$ cat config.mk
export PLATFORM = sky130hd
export DESIGN_NAME = ice40_audio_buf_arb
export DESIGN_NICKNAME = d
export VERILOG_FILES = /design/src/rtl/ice40_audio_buf_pkg.sv /design/src/rtl/ice40_audio_wq.sv /design/src/rtl/ice40_audio_buf_arb.sv
export SDC_FILE = /design/constraint.sdc
export NUM_CORES = 1
export LEC_CHECK = 0
export CORE_UTILIZATION = 60
export DETAILED_ROUTE_END_ITERATION = 7
export GPL_TIMING_DRIVEN = 0
export PLACE_DENSITY = 0.85
export SLEW_MARGIN = 40
export SYNTH_ARGS = -nofsm -noshare
export SYNTH_HDL_FRONTEND = slang
export SYNTH_SLANG_ARGS = --single-unit
$ cat constraint.sdc
create_clock -name clk -period 11.42 [get_ports clk]
set_input_delay 2.855 -clock clk [delete_from_list [all_inputs] [get_ports clk]]
set_output_delay 2.855 -clock clk [all_outputs]
set_load 0.02 [all_outputs]
$ cat src/rtl/ice40_audio_buf_pkg.sv
// Shared constants for the audio feature-buffer arbiter: state encodings,
// default geometry and write-queue entry layout.
package ice40_audio_buf_pkg;

  localparam int DEF_ADDR_W   = 14;
  localparam int DEF_DATA_W   = 16;
  localparam int DEF_WQ_DEPTH = 8;

  // Queue entry is {blk_end, addr, data}, blk_end in the MSB.
  localparam int WQ_BLK_W = 1;

  localparam logic [1:0] S_WR    = 2'd0;
  localparam logic [1:0] S_DRAIN = 2'd1;
  localparam logic [1:0] S_LOCK  = 2'd2;

  function automatic int wq_entry_w(input int aw, input int dw);
    return WQ_BLK_W + aw + dw;
  endfunction

endpackage

$ cat src/rtl/ice40_audio_wq.sv
// Synchronous FIFO used as the front-end write queue; head entry is
// presented combinationally so it can be written to memory on the pop cycle.
module ice40_audio_wq #(
  parameter int W     = 31,
  parameter int DEPTH = 8,
  localparam int PTR_W = $clog2(DEPTH),
  localparam int CNT_W = PTR_W + 1
) (
  input  logic             clk,
  input  logic             reset,
  input  logic             push_i,
  input  logic             pop_i,
  input  logic [W-1:0]     din_i,
  output logic [W-1:0]     dout_o,
  output logic             full_o,
  output logic             empty_o,
  output logic [CNT_W-1:0] count_o
);

  logic [W-1:0]     mem_q [DEPTH];
  logic [PTR_W-1:0] wr_ptr_q, wr_ptr_d;
  logic [PTR_W-1:0] rd_ptr_q, rd_ptr_d;
  logic [CNT_W-1:0] cnt_q, cnt_d;
  logic             do_push, do_pop;

  assign full_o  = (cnt_q == CNT_W'(DEPTH));
  assign empty_o = (cnt_q == '0);
  assign count_o = cnt_q;
  assign dout_o  = mem_q[rd_ptr_q];

  assign do_push = push_i && !full_o;
  assign do_pop  = pop_i && !empty_o;

  // Power-of-two depth lets the pointers wrap by natural overflow.
  always_comb begin
    wr_ptr_d = wr_ptr_q;
    rd_ptr_d = rd_ptr_q;
    cnt_d    = cnt_q;
    if (do_push) wr_ptr_d = wr_ptr_q + PTR_W'(1);
    if (do_pop)  rd_ptr_d = rd_ptr_q + PTR_W'(1);
    case ({do_push, do_pop})
      2'b10:   cnt_d = cnt_q + CNT_W'(1);
      2'b01:   cnt_d = cnt_q - CNT_W'(1);
      default: cnt_d = cnt_q;
    endcase
  end

  always_ff @(posedge clk) begin
    if (reset) begin
      wr_ptr_q <= '0;
      rd_ptr_q <= '0;
      cnt_q    <= '0;
    end else begin
      wr_ptr_q <= wr_ptr_d;
      rd_ptr_q <= rd_ptr_d;
      cnt_q    <= cnt_d;
    end
  end

  always_ff @(posedge clk) begin
    if (do_push) mem_q[wr_ptr_q] <= din_i;
  end

endmodule

$ cat src/rtl/ice40_audio_buf_arb.sv
// Arbitrates a single-port SPRAM between a queued front-end writer and an
// NN engine that takes exclusive read windows after the queue is drained.
module ice40_audio_buf_arb
  import ice40_audio_buf_pkg::*;
#(
  parameter int ADDR_W   = DEF_ADDR_W,
  parameter int DATA_W   = DEF_DATA_W,
  parameter int WQ_DEPTH = DEF_WQ_DEPTH
) (
  input  logic              clk,
  input  logic              reset,
  input  logic              i_wr_req,
  input  logic [ADDR_W-1:0] i_wr_addr,
  input  logic [DATA_W-1:0] i_wr_data,
  input  logic              i_wr_blk_end,
  output logic              o_wr_full,
  input  logic              i_rd_req,
  input  logic              i_rd_hold,
  output logic              o_rd_rdy,
  input  logic              i_rd_en,
  input  logic [ADDR_W-1:0] i_rd_addr,
  output logic [DATA_W-1:0] o_rd_data,
  output logic              o_rd_vld,
  output logic [ADDR_W-1:0] o_mem_addr,
  output logic [DATA_W-1:0] o_mem_wdata,
  output logic              o_mem_we,
  input  logic [DATA_W-1:0] i_mem_rdata,
  output logic [7:0]        o_blk_idx,
  output logic [7:0]        o_drop_cnt
);

  localparam int ENT_W = wq_entry_w(ADDR_W, DATA_W);
  localparam int CNT_W = $clog2(WQ_DEPTH) + 1;

  logic [1:0]       state_q, state_d;
  logic [7:0]       blk_idx_q, blk_idx_d;
  logic [7:0]       drop_cnt_q, drop_cnt_d;
  logic             rd_vld_q, rd_vld_d;

  logic [ENT_W-1:0] wq_din, wq_dout;
  logic             wq_full, wq_empty, wq_pop;
  logic [CNT_W-1:0] wq_count;
  logic             ent_blk_end;
  logic [ADDR_W-1:0] ent_addr;
  logic [DATA_W-1:0] ent_data;
  logic             lock;

  assign wq_din      = {i_wr_blk_end, i_wr_addr, i_wr_data};
  assign ent_blk_end = wq_dout[ENT_W-1];
  assign ent_addr    = wq_dout[DATA_W +: ADDR_W];
  assign ent_data    = wq_dout[DATA_W-1:0];

  assign lock   = (state_q == S_LOCK);
  assign wq_pop = !wq_empty && !lock;

  ice40_audio_wq #(
    .W     (ENT_W),
    .DEPTH (WQ_DEPTH)
  ) u_wq (
    .clk     (clk),
    .reset   (reset),
    .push_i  (i_wr_req),
    .pop_i   (wq_pop),
    .din_i   (wq_din),
    .dout_o  (wq_dout),
    .full_o  (wq_full),
    .empty_o (wq_empty),
    .count_o (wq_count)
  );

  // Grant only on a cycle the queue is empty, so late writes extend the drain.
  always_comb begin
    state_d = state_q;
    case (state_q)
      S_WR:    if (i_rd_req) state_d = S_DRAIN;
      S_DRAIN: if (wq_count == '0 && !wq_pop) state_d = S_LOCK;
      S_LOCK:  if (!i_rd_req && !i_rd_hold) state_d = S_WR;
      default: state_d = S_WR;
    endcase
  end

  always_comb begin
    blk_idx_d  = blk_idx_q;
    drop_cnt_d = drop_cnt_q;
    if (wq_pop && ent_blk_end) blk_idx_d = blk_idx_q + 8'd1;
    if (i_wr_req && wq_full && drop_cnt_q != 8'hFF) drop_cnt_d = drop_cnt_q + 8'd1;
    rd_vld_d = i_rd_en && lock;
  end

  always_ff @(posedge clk) begin
    if (reset) begin
      state_q    <= S_WR;
      blk_idx_q  <= '0;
      drop_cnt_q <= '0;
      rd_vld_q   <= 1'b0;
    end else begin
      state_q    <= state_d;
      blk_idx_q  <= blk_idx_d;
      drop_cnt_q <= drop_cnt_d;
      rd_vld_q   <= rd_vld_d;
    end
  end

  assign o_wr_full   = wq_full;
  assign o_rd_rdy    = lock;
  assign o_rd_vld    = rd_vld_q;
  assign o_rd_data   = i_mem_rdata;
  assign o_mem_we    = wq_pop;
  assign o_mem_addr  = lock ? i_rd_addr : ent_addr;
  assign o_mem_wdata = ent_data;
  assign o_blk_idx   = blk_idx_q;
  assign o_drop_cnt  = drop_cnt_q;

endmodule

==> flow_summary.json, run 1 <==
{
  "clk_root_buffer_cell": "clkbuf_16",
  "floorplan.io_pins": 133,
  "outcome": "finished clean",
  "design.core.area_mm2": 0.01802,
  "critical_path.reg2reg.endpoint": "u_wq.count_o[2]",
  "cap_violations": 0,
  "reg2reg_depth": 12,
  "post_cts.resized_instances": 0,
  "worst-setup-path-type": "in -> out",
  "global_route.overflow_total": 0,
  "clock.fmax_mhz": 141.0,
  "worstReg2RegStart": "u_wq.count_o[1]",
  "synth_area_mm2": 0.01110,
  "die_area_mm2": 0.01905,
  "critical_path.max_fanout": 1,
  "post_synth_num_cell_types": 38,
  "final_max_slew_viol_count": 0,
  "detail_route.first_pass.iterations": 5,
  "grt_setup_unrepaired": "no",
  "port_buffers": 115,
  "fillCellCount": 983,
  "detailed_route_via_count": 6330,
  "grt_pass1_vias": 6606,
  "synth_top_cell_area_share_pct": 67.07,
  "timing.critical_path.required_ns": 8.57,
  "grt_antenna_before_repair": 0,
  "dp_hpwl_um": 16010,
  "synthTopCellsByArea": "edfxtp_1 67%, mux4_2 12%, dfxtp_1 5.8%",
  "power_density_mw_per_mm2": 209.5,
  "global_route_wire_length_before_repair_um": 37610,
  "post_synth_most_frequent_cells": "248 x edfxtp_1, 61 x mux4_2, 32 x dfxtp_1",
  "ff_latch_area_mm2": 0.008088,
  "route.final.wire_length_um": 24710,
  "worst-r2r-setup-slack_ns": 8.46,
  "max_slew.worst_pin.slew_ns": 0.8155,
  "global_route.usage.total_pct": 26.22,
  "post-synth-top-count-cell": "edfxtp_1",
  "tritoncts_clock_tree": "yes",
  "flow.area_growth_from_synthesis_pct": 22.83,
  "worst_min_delay_path_class": "reg -> reg",
  "vias_per_cell": 6.317,
  "crit_path_start": "i_rd_addr[10]",
  "synth-main-ff-cell": "edfxtp_1",
  "power_leakage_nw": 4.397,
  "detail-route-antenna-nets": 0,
  "cts.repair_timing.setup_buffer_count": 0,
  "chipWidth_um": 138.0,
  "fraction_of_layout_cells_with_a_size_suffix_above_1_pct": 22.93,
  "routedWlPerCell_um": 24.66,
  "worst_hold_startpoint": "o_blk_idx[7]",
  "die_h_um": 138.0,
  "cts_htree_levels": 1,
  "timing.max_slew.rel_slack_pct": 45.63,
  "placement.cell_area_mm2": 0.01284,
  "place.gp.congestion": 0.7518,
  "timing.critical_path.to": "o_mem_addr[10]",
  "flops_latches_synth": 280,
  "detailedRoute.firstIterationViolations": 568,
  "total_clock_buffers_created_by_cts": 27,
  "synth.avg_cell_area_um2": 18.76,
  "totalNegativeSetupSlack_ns": 0,
  "postSynthNetCount": 666,
  "grt_start_max_net_pins": 17,
  "worst_ir_drop_vdd_uv": 154.8,
  "yosys_top_cell_by_area": "edfxtp_1",
  "post-route-period-util_pct": 62.11,
  "multiInputGateArea_mm2": 0.002786,
  "critPathCaptureType": "output port",
  "layout_min_cycle_time_ns": 7.093,
  "yosysSeqAreaShare_pct": 72.84,
  "drt_drc_violations_left": 0,
  "async_reset_ff_share_pct": 0,
  "synth_enable_flop_cells": 248,
  "worst_setup_hold_path_clk_slew_ns": 0.06,
  "hold_viol": 0,
  "timing.final.setup_violations": 0,
  "yosys_warnings": 0,
  "hold-path-cell-count": 2,
  "rows": 49,
  "clock_skew_ns": 0.01678,
  "finish.net_count": 829,
  "clock_tree.buffer_depth": 3,
  "post_cts_hold_buffer_count": 0,
  "worstSkewPairLatency_ns": 0.53,
  "initial_utilization_pct": 61.60,
  "layout.cell_area.non_filler_mm2": 0.01364,
  "netlist_instances": 592,
  "worstSetupStartpointType": "primary input",
  "worst_ep_arrival_time_ns": 4.24,
  "clkSinkCount": 280
}
[per-layer routing]
metal	share of wire (%)	global-route usage, %
met1	38	33.58
met5	0	0
met3	7.7	4.260
met4	3.1	10.35
met2	51	45.18
[metrics by stage]
stage | std cells | util [%] | total power, mW | setup slack, ns | hold slack, ns
floorplan | 592 | - | 1.742 | 5.435 | 0.4477
global placement | 936 | 69.58 | 2.003 | 2.969 | 0.4580
detailed placement | 955 | 71.23 | 2.053 | 4.417 | 0.4776
CTS | 1001 | 75.64 | 2.864 | 4.348 | 0.4937
global route | 1001 | 75.65 | 2.950 | 4.321 | 0.5139
finish | 1002 | 75.66 | 2.857 | 4.327 | 0.5011
[cell type report]
class	count	share of cell area, %
flip-flops and latches	280	59.30
multi-input cells	260	20.43
repair buffers	134	10.22
clock buffers	33	5.119
well taps	229	2.101
plain buffers	45	1.899
clock inverters	13	0.7064
inverters	7	0.2018
diodes	1	0.01835
[cells by family (layout without fill, tap and decap cells)]
group | after synthesis | count (layout) | share of synthesized area, %
AOI/OAI and AO/OA | 43 | 43 | 2.276
other | 0 | 1 | 0
adders and majority gates | 7 | 7 | 0.7888
muxes | 103 | 103 | 16.40
buffers and inverters | 52 | 232 | 2.558
DFF | 280 | 280 | 72.84
xor gates and xnor gates | 7 | 7 | 0.5522
and+or+nand+nor | 100 | 100 | 4.586
[sequential cells by signal, indices dropped and copies added (netlist names), named ones only]
signal / cells
u_wq.rd_ptr_q: 3
o_drop_cnt: 8
o_blk_idx: 8
state_q: 2
o_rd_vld: 1
u_wq.mem_q: 248
u_wq.count_o: 4
u_wq.wr_ptr_q: 3
[worst min path at each step]
stage                    to
2_1_floorplan    state_q[0]
3_3_place_gp     state_q[0]
3_5_place_dp   o_blk_idx[7]
4_1_cts        o_blk_idx[7]
5_1_grt        o_blk_idx[7]
6_report       o_blk_idx[7]
[power by group]
| part | leakage [nW] | internal [mW] | switching (mW) | total, mW |
|---|---|---|---|---|
| registers | 2.51 | 1.17 | 0.0277 | 1.20 |
| clock network | 0.379 | 0.455 | 0.361 | 0.816 |
| logic | 1.51 | 0.402 | 0.438 | 0.841 |
| total | 4.40 | 2.03 | 0.827 | 2.86 |
[worst max-delay path: stages]
cell and delay (ns):
clkdlybuf4s50_1 0.47, nand2_1 0.05, o21ai_0 0.14, clkdlybuf4s50_1 0.72
[layout by cell type, fill, tap and decap left out, drive strengths merged, types with 5 or more instances in the layout]
master | synthesis | layout
nand2b | 5 | 5
nor2b | 6 | 6
clkbuf | 15 | 49
clkdlybuf4s50 | 0 | 115
a21oi | 15 | 15
dfxtp | 32 | 32
nor3 | 5 | 5
o21ai | 19 | 19
ha | 7 | 7
or4 | 7 | 7
nand3 | 12 | 12
mux4 | 61 | 61
xor2 | 6 | 6
mux2i | 21 | 21
o31ai | 6 | 6
mux2 | 21 | 21
nand2 | 23 | 23
inv | 6 | 7
edfxtp | 248 | 248
nor2 | 26 | 26
clkinv | 1 | 9
buf | 30 | 48
No activity file was read; power rests on OpenSTA's default activity.
==> inputs of run 2 (changes only) <==
--- a/config.mk
+++ b/config.mk
@@ -5,10 +5,10 @@
 export SDC_FILE = /design/constraint.sdc
 export NUM_CORES = 1
 export LEC_CHECK = 0
-export CORE_UTILIZATION = 60
+export CORE_UTILIZATION = 50
 export DETAILED_ROUTE_END_ITERATION = 7
 export GPL_TIMING_DRIVEN = 0
-export PLACE_DENSITY = 0.85
+export PLACE_DENSITY = 0.76
 export SLEW_MARGIN = 40
 export SYNTH_ARGS = -nofsm -noshare
 export SYNTH_HDL_FRONTEND = slang
==> constraint.sdc (replaced) <==
create_clock -name clk -period 5.9 [get_ports clk]
set_input_delay 1.475 -clock clk [delete_from_list [all_inputs] [get_ports clk]]
set_output_delay 1.475 -clock clk [all_outputs]
set_load 0.02 [all_outputs]
==> flow_summary.json, run 2 (same netlist as run 1, synthesis figures left out) <==
{
  "outcome": "finished clean",
  "worstSetupStartpointType": "flop",
  "die_area_mm2": 0.02281,
  "critical_path.reg2reg.endpoint": "u_wq.count_o[3]",
  "detailedRoute.firstIterationViolations": 520,
  "most_flop_heavy_register": "u_wq.mem_q",
  "post-route-period-util_pct": 80.42,
  "worst-r2r-setup-slack_ns": 3.00,
  "layout.cell_area.non_filler_mm2": 0.01389,
  "grt_pass1_vias": 6166,
  "initial_utilization_pct": 50.88,
  "routedWlPerCell_um": 22.28,
  "hold_viol": 0,
  "worst-setup-path-type": "reg -> out",
  "detailed_route_via_count": 6112,
  "power_leakage_nw": 4.489,
  "worst_ir_drop_vdd_uv": 282.3,
  "clock_tree.buffer_depth": 3,
  "clock.fmax_mhz": 210.8,
  "place.gp.congestion": 0.7783,
  "final_cells": 1064,
  "whs_endpoint": "state_q[0]",
  "critical_path.max_fanout": 10,
  "layout.cells.most_common_list": "248 x edfxtp_1, 115 x clkdlybuf4s50_1, 61 x mux4_2",
  "timing.final.setup_violations": 0,
  "route.final.wire_length_um": 23710,
  "post_cts_hold_buffer_count": 0,
  "clkSinkCount": 280,
  "critPathCaptureType": "output port",
  "cts.repair_timing.setup_buffer_count": 0,
  "worst_setup_hold_path_clk_slew_ns": 0.06,
  "placement.cell_area_mm2": 0.01302,
  "grt_start_max_net_pins": 16,
  "final_max_slew_viol_count": 0,
  "dp_hpwl_um": 15140,
  "clock_skew_ns": 0.01569,
  "max_slew.worst_pin.slew_ns": 0.8529,
  "cts_htree_levels": 1,
  "flow.area_growth_from_synthesis_pct": 25.08,
  "hold-path-cell-count": 1,
  "grt_antenna_before_repair": 1,
  "tritoncts_clock_tree": "yes",
  "chipWidth_um": 151.0,
  "worstSkewPairLatency_ns": 0.54,
  "detail_route.first_pass.iterations": 5,
  "clk_root_buffer_cell": "clkbuf_16",
  "die_h_um": 151.0,
  "layout_min_cycle_time_ns": 4.745,
  "port_buffers": 115,
  "fin_util_pct": 63.64,
  "rows": 54,
  "worst_ep_arrival_time_ns": 3.27,
  "fraction_of_layout_cells_with_a_size_suffix_above_1_pct": 23.37,
  "flip_flop_count_of_the_largest_register_all_copies_and_words_added": 248,
  "reg2reg_depth": 11,
  "layout_commonest_cell": "edfxtp_1",
  "global_route.usage.total_pct": 21.19,
  "global_route.overflow_total": 0,
  "design.core.area_mm2": 0.02182,
  "vias_per_cell": 5.744,
  "finish.net_count": 836,
  "worst_hold_startpoint": "state_q[1]",
  "detail-route-antenna-nets": 0,
  "drt_drc_violations_left": 0,
  "global_route_wire_length_before_repair_um": 35340,
  "worst_min_delay_path_class": "reg -> reg",
  "cap_violations": 0,
  "timing.critical_path.required_ns": 4.43,
  "worstReg2RegStart": "u_wq.count_o[1]",
  "post_cts.resized_instances": 0,
  "timing.max_slew.rel_slack_pct": 43.14,
  "place.detailed.instances": 1012,
  "total_clock_buffers_created_by_cts": 28,
  "power_density_mw_per_mm2": 405.0,
  "floorplan.io_pins": 133,
  "grt_setup_unrepaired": "no"
}
==> run 2: metal layers <==
metal	vias to the layer above	track usage [%]	part of all wire (%)
met5	-	0	0
met4	0	6.500	2.0
met3	39	3.946	6.8
met2	251	37.48	52
met1	3131	26.44	39
li1	2691	-	-
==> run 2: area by class of cell <==
cell class,instances,area [um^2]
sequential,280,8088
fill,1447,7935
multi-input combinational,260,2786
timing repair buffer,140,1509
clock buffer,37,755.7
tap,280,350.3
buffer,45,257.7
clock inverter,14,111.4
inverter,7,27.53
antenna,1,2.502
==> run 2: critical path: stages, from the launching register on <==
cell	delay (ns)
dfxtp_1	0.33
nand2b_1	0.26
inv_1	0.16
clkbuf_1	0.52
clkbuf_1	0.51
nand2_1	0.09
o21ai_0	0.17
clkdlybuf4s50_1	0.68
==> run 2: how the worst max path moves through the flow <==
stage	end	slack, ns	from	cells after the start
floorplan	u_wq.mem_q[0][0]	1.41	i_wr_req	3
global placement	u_wq.mem_q[0][2]	-1.40	i_wr_req	4
detailed placement	o_mem_addr[7]	1.58	i_rd_addr[7]	4
CTS	o_mem_addr[7]	1.13	flop	6
global route	o_mem_addr[7]	0.90	state_q[0]	7
finish	o_mem_addr[7]	1.16	state_q[0]	7
==> run 2: through the flow <==
stage	power [mW]	hold slack, ns	setup TNS, ns	setup slack [ns]
floorplan	3.373	0.4477	0	1.406
global placement	3.904	0.4622	-73.81	-1.399
detailed placement	3.977	0.4893	0	1.575
CTS	5.660	0.4879	0	1.133
global route	5.835	0.5201	0	0.9033
finish	5.624	0.4836	0	1.155
==> run 2: where the power goes <==
part           total, mW  leakage (nW)  internal [mW]  switching [mW]
clock network       1.68         0.422          0.981           0.701
registers           2.32          2.51           2.27          0.0499
logic               1.62          1.56          0.784           0.840
==> RTL change 1, RTL diff (flow settings as in run 2) <==
Put one more register stage on the output `o_drop_cnt`, with the module's reset. The value now appears one clock later. The other outputs are not delayed to match.
--- a/src/rtl/ice40_audio_buf_arb.sv
+++ b/src/rtl/ice40_audio_buf_arb.sv
@@ -111,3 +111,9 @@
   assign o_blk_idx   = blk_idx_q;
-  assign o_drop_cnt  = drop_cnt_q;
+  always_ff @(posedge clk) begin
+    if (reset) begin
+      o_drop_cnt <= '0;
+    end else begin
+      o_drop_cnt <= drop_cnt_q;
+    end
+  end
 
Formal check against the unedited RTL: same outputs for any inputs over 4 cycles, from zero or initial values and one cycle with reset high; that may be too few to reach the edited logic, so the function may still have changed.
==> RTL change 1 against run 2 <==
The run now ends with design-rule violations left. Wire length up 0.32%. Synthesized area rose by 1.6%. Sequential cell count up 8. First-iteration DRC count shrank 6.9%. Power grew 0.71%. Setup slack improved by 0.15 ns. Count of clock-buffer cells in the layout is 9 higher. Design area is 1.6% higher. Clock skew decreased by 0.0053 ns. Critical path type unchanged. Critical endpoint is now o_mem_addr[13].
==> RTL change 1: results (changes against run 2) <==
Run status
  – Status: complete, but fails checks
  – Violated checks: design-rule violations

Global routing
  – Met2 usage: 36.3% (-1.2 points)
  – Met1 Resource Use GR: 26.3% (-0.13 points)
  – Largest net degree at the start of global routing: 17 (+1)
  – Met3 usage in global routing: 3.50% (-0.45 points)
  – GRT Overall Usage: 20.7% (-0.52 points)
  – Vias in the first global route: 6,405 (+3.9%)

Hold path
  – HP Start: u_wq.wr_ptr_q[0]$_SDFFE_PP0P_
  – Worst Hold Path EP: u_wq.wr_ptr_q[0]$_SDFFE_PP0P_
  – Hold depth: 2 (+1)

Yosys
  – Mean Syn Cell Area: 18.7 um^2 (-0.40%)
  – Mux share of post-synthesis cell area: 15.5% (-0.86 points)
  – Synth Area in Adders: 0.776% (-0.013 points)
  – Top cells by area, synth: edfxtp_1 66%, mux4_2 12%, dfxtp_1 7.1%, mux2i_1 1.9%, mux2_2 1.7%
  – Synth unique cells: 40 (+5.3%)

Critical path
  – Reg2Reg Setup Slack: 3.25 ns (+0.25 ns)
  – Slowest cell on the critical path: clkbuf_1

Route
  – Routed wire per std cell: 22.1 um (-0.89%)
  – DR iter-0 viols: 484 (-6.9%)
  – Met3 routed WL: 1650 um (+1.5%)
  – Detail Route met2 WL: 12,200 um (-1.7%)
  – Metal-1 WL: 9430 um (+2.7%)
  – Final wirelength: 23,800 um (+0.32%)
  – Number of remaining DRC errors: 11 (+11)

Final layout
  – FILL cells: 1,439 (-0.55%)
  – Final-stage net count: 848 (+1.4%)

Timing
  – Skew final: 0.0104 ns (-0.00529 ns)
  – Hold Slack: 0.490 ns (+0.00596 ns)
  – Post-layout min period: 4.59 ns (-0.150 ns)
  – Worst rel slew slack: 42.7% (-0.45 points)

Pwr
  – P_clk: 1.72 mW (+2%)
  – Total chip power: 5.66 mW (+0.71%)
  – LEAKAGE: 4.58 nW (+2.1%)
  – Sw Pwr: 1.56 mW (-2.1%)
  – Flop pwr share: 41.7% (+0.5 points)

Placement
  – Detailed Place HPWL: 15,400 um (+1.9%)
  – Cell area after placement: 13,200 um^2 (+1.5%)
  – I/O Buffers: 116 (+0.87%)
==> RTL change 1: cell count changes after synthesis, sizes merged, moves of 6 or more <==
cell,change
nor2b,+8
dfxtp,+8
nand2,+8
xnor2,+6
==> RTL change 1: worst min-delay path, delay by kind of cell, from the launching register on <==
| kind | cells | cell delay [ns] |
|---|---|---|
| AOI/OAI and AO/OA | 1 | 0.05 |
| DFF | 1 | 0.33 |
| and+or+nand+nor | 1 | 0.06 |
==> RTL change 1: cell type report <==
| class | count | area, um^2 | share of cell area, % |
|---|---|---|---|
| flip-flops and latches | 288 | 8250 | 58.4 |
| multi-input cells | 271 | 2840 | 20.1 |
| repair buffers | 140 | 1520 | 10.8 |
| clock buffers | 46 | 846 | 5.99 |
| well taps | 280 | 350 | 2.48 |
| plain buffers | 43 | 243 | 1.72 |
| clock inverters | 6 | 53.8 | 0.381 |
| inverters | 2 | 7.51 | 0.0532 |
| diodes | 1 | 2.50 | 0.0177 |
==> RTL change 2, RTL diff (settings of run 2) <==
Made on the original files. `DEF_DATA_W`: 16 -> 32.
--- a/src/rtl/ice40_audio_buf_pkg.sv
+++ b/src/rtl/ice40_audio_buf_pkg.sv
@@ -5,3 +5,3 @@
   localparam int DEF_ADDR_W   = 14;
-  localparam int DEF_DATA_W   = 16;
+  localparam int DEF_DATA_W   = 32;
   localparam int DEF_WQ_DEPTH = 8;
Interface: changed (resized i_mem_rdata, i_wr_data, o_mem_wdata and o_rd_data); port bits go from 133 to 197. The function was not compared with the original's and may differ.
==> RTL change 2 against run 2 <==
Cell count grew 38%. Sequential cell count grew 128. Power grew 43%. Setup slack lost 0.24 ns. Maximum frequency shrank 4.7%. Non-clock buffer count grew 82. Critical endpoint is now o_mem_addr[13]. Clock power grew 47%. Die area grew 43%. Synthesized area grew 44%. First-iteration DRC count grew 18%. Wire length grew 37%. Design area grew 44%.
==> RTL change 2: results (changes against run 2) <==
Timing
  – Least-Margin Pin Slew: 0.854 ns (+0.00110 ns)
  – Skew final: 0.0120 ns (-0.00371 ns)

Route
  – Via/cell ratio: 5.63 (-1.9%)
  – First-pass DRT Iterations: 4 (-1)
  – Vias: 8,274 (+35%)
  – DR iter-0 viols: 613 (+18%)

Critical path
  – Worst endpoint data arrival time: 3.51 ns (+0.24 ns)

Placement
  – Placer Congestion: 0.752 (-3.4%)
  – DP Cell Count: 1,392 (+38%)
  – I/O Buffers: 163 (+42%)
  – Pre-CTS setup slack: 1.51 ns (-0.0680 ns)

Pwr
  – P per Cell Area: 403 nW/um^2 (-0.52%)
  – Peak supply drop: 0.246 mV (-13%)
  – LEAKAGE: 6.48 nW (+44%)

Yosys
  – Sequential area share after synthesis: 74.6% (+1.7 points)
  – Synth top cells by count: 376 x edfxtp_1, 93 x mux4_2, 33 x buf_4, 33 x mux2_2, 32 x dfxtp_1
  – Synth unique cells: 40 (+5.3%)
  – Syn nets: 897 (+35%)
  – Mean Syn Cell Area: 20.2 um^2 (+7.8%)
  – Number of synthesized flops with an enable pin: 376 (+52%)
  – Top cells by area, synth: edfxtp_1 71%, mux4_2 13%, dfxtp_1 4.0%, mux2_2 2.3%, buf_4 1.5%

Floorplanning
  – Initial Util: 50.7% (-0.18 points)

Global routing
  – GRT Overall Usage: 20.4% (-0.82 points)
  – Vias in the first global route: 8,496 (+38%)
  – Initial antenna violation count: 2 (+1)
  – First-pass GRT wire length: 50,000 um (+41%)

Clock tree
  – Worst-Skew Late Latency: 0.52 ns (-0.02 ns)

Run status
  – Status: complete, no violations

Final layout
  – Share of layout cells above drive strength 1: 26.1% (+2.7 points)
  – FILL cells: 2,168 (+50%)
RTL change 2: cell type report:
class	count	area share [%]
clock inverters	22	0.825
repair buffers	199	10.9
flip-flops and latches	408	59.6
clock buffers	54	5.58
plain buffers	68	2.01
well taps	402	2.51
multi-input cells	309	18.4
diodes	1	0.0125
inverters	6	0.137
RTL change 2: kinds of logic after synthesis:
family          share of synthesized area (%)
compound gates                           1.48
xor+xnor                                0.438
fa+ha+maj                               0.547
buf+inv                                  2.68
flops                                    74.6
mux                                      17.1
simple gates                             3.19
RTL change 2: final timing paths:
kind,from,endpoint,slack (ns),depth (start not counted)
worst min-delay path,u_wq.rd_ptr_q[1]$_SDFFE_PP0N_,u_wq.rd_ptr_q[1]$_SDFFE_PP0N_,0.50,2
worst min register to register,u_wq.rd_ptr_q[1]$_SDFFE_PP0N_,u_wq.rd_ptr_q[1]$_SDFFE_PP0N_,0.50,2
worst max register to register,u_wq.count_o[1]$_SDFFE_PP0P_,u_wq.count_o[2]$_SDFFE_PP0P_,3.02,12
worst max-delay path,flip-flop,o_mem_addr[13],0.92,6
RTL change 2: where the power goes:
part / switching, mW / internal [mW] / leakage, nW / total (mW)
clock network: 1.04 / 1.43 / 0.631 / 2.47
logic: 1.12 / 1.11 / 2.17 / 2.23
registers: 0.0588 / 3.31 / 3.67 / 3.37
RTL change 2: layer usage:
metal  vias up  track usage [%]  part of all wire [%]
met1      4243             28.9                    43
li1       3667                -                     -
met3        48             4.17                   6.6
met2       314             32.6                    48
met4         2             5.16                   1.8
met5         -                0                 0.040
RTL change 2: worst min-delay path, stage by stage (launching register included):
cell and delay, ns:
dfxtp_1 0.31, nand2_1 0.05, a21oi_1 0.07
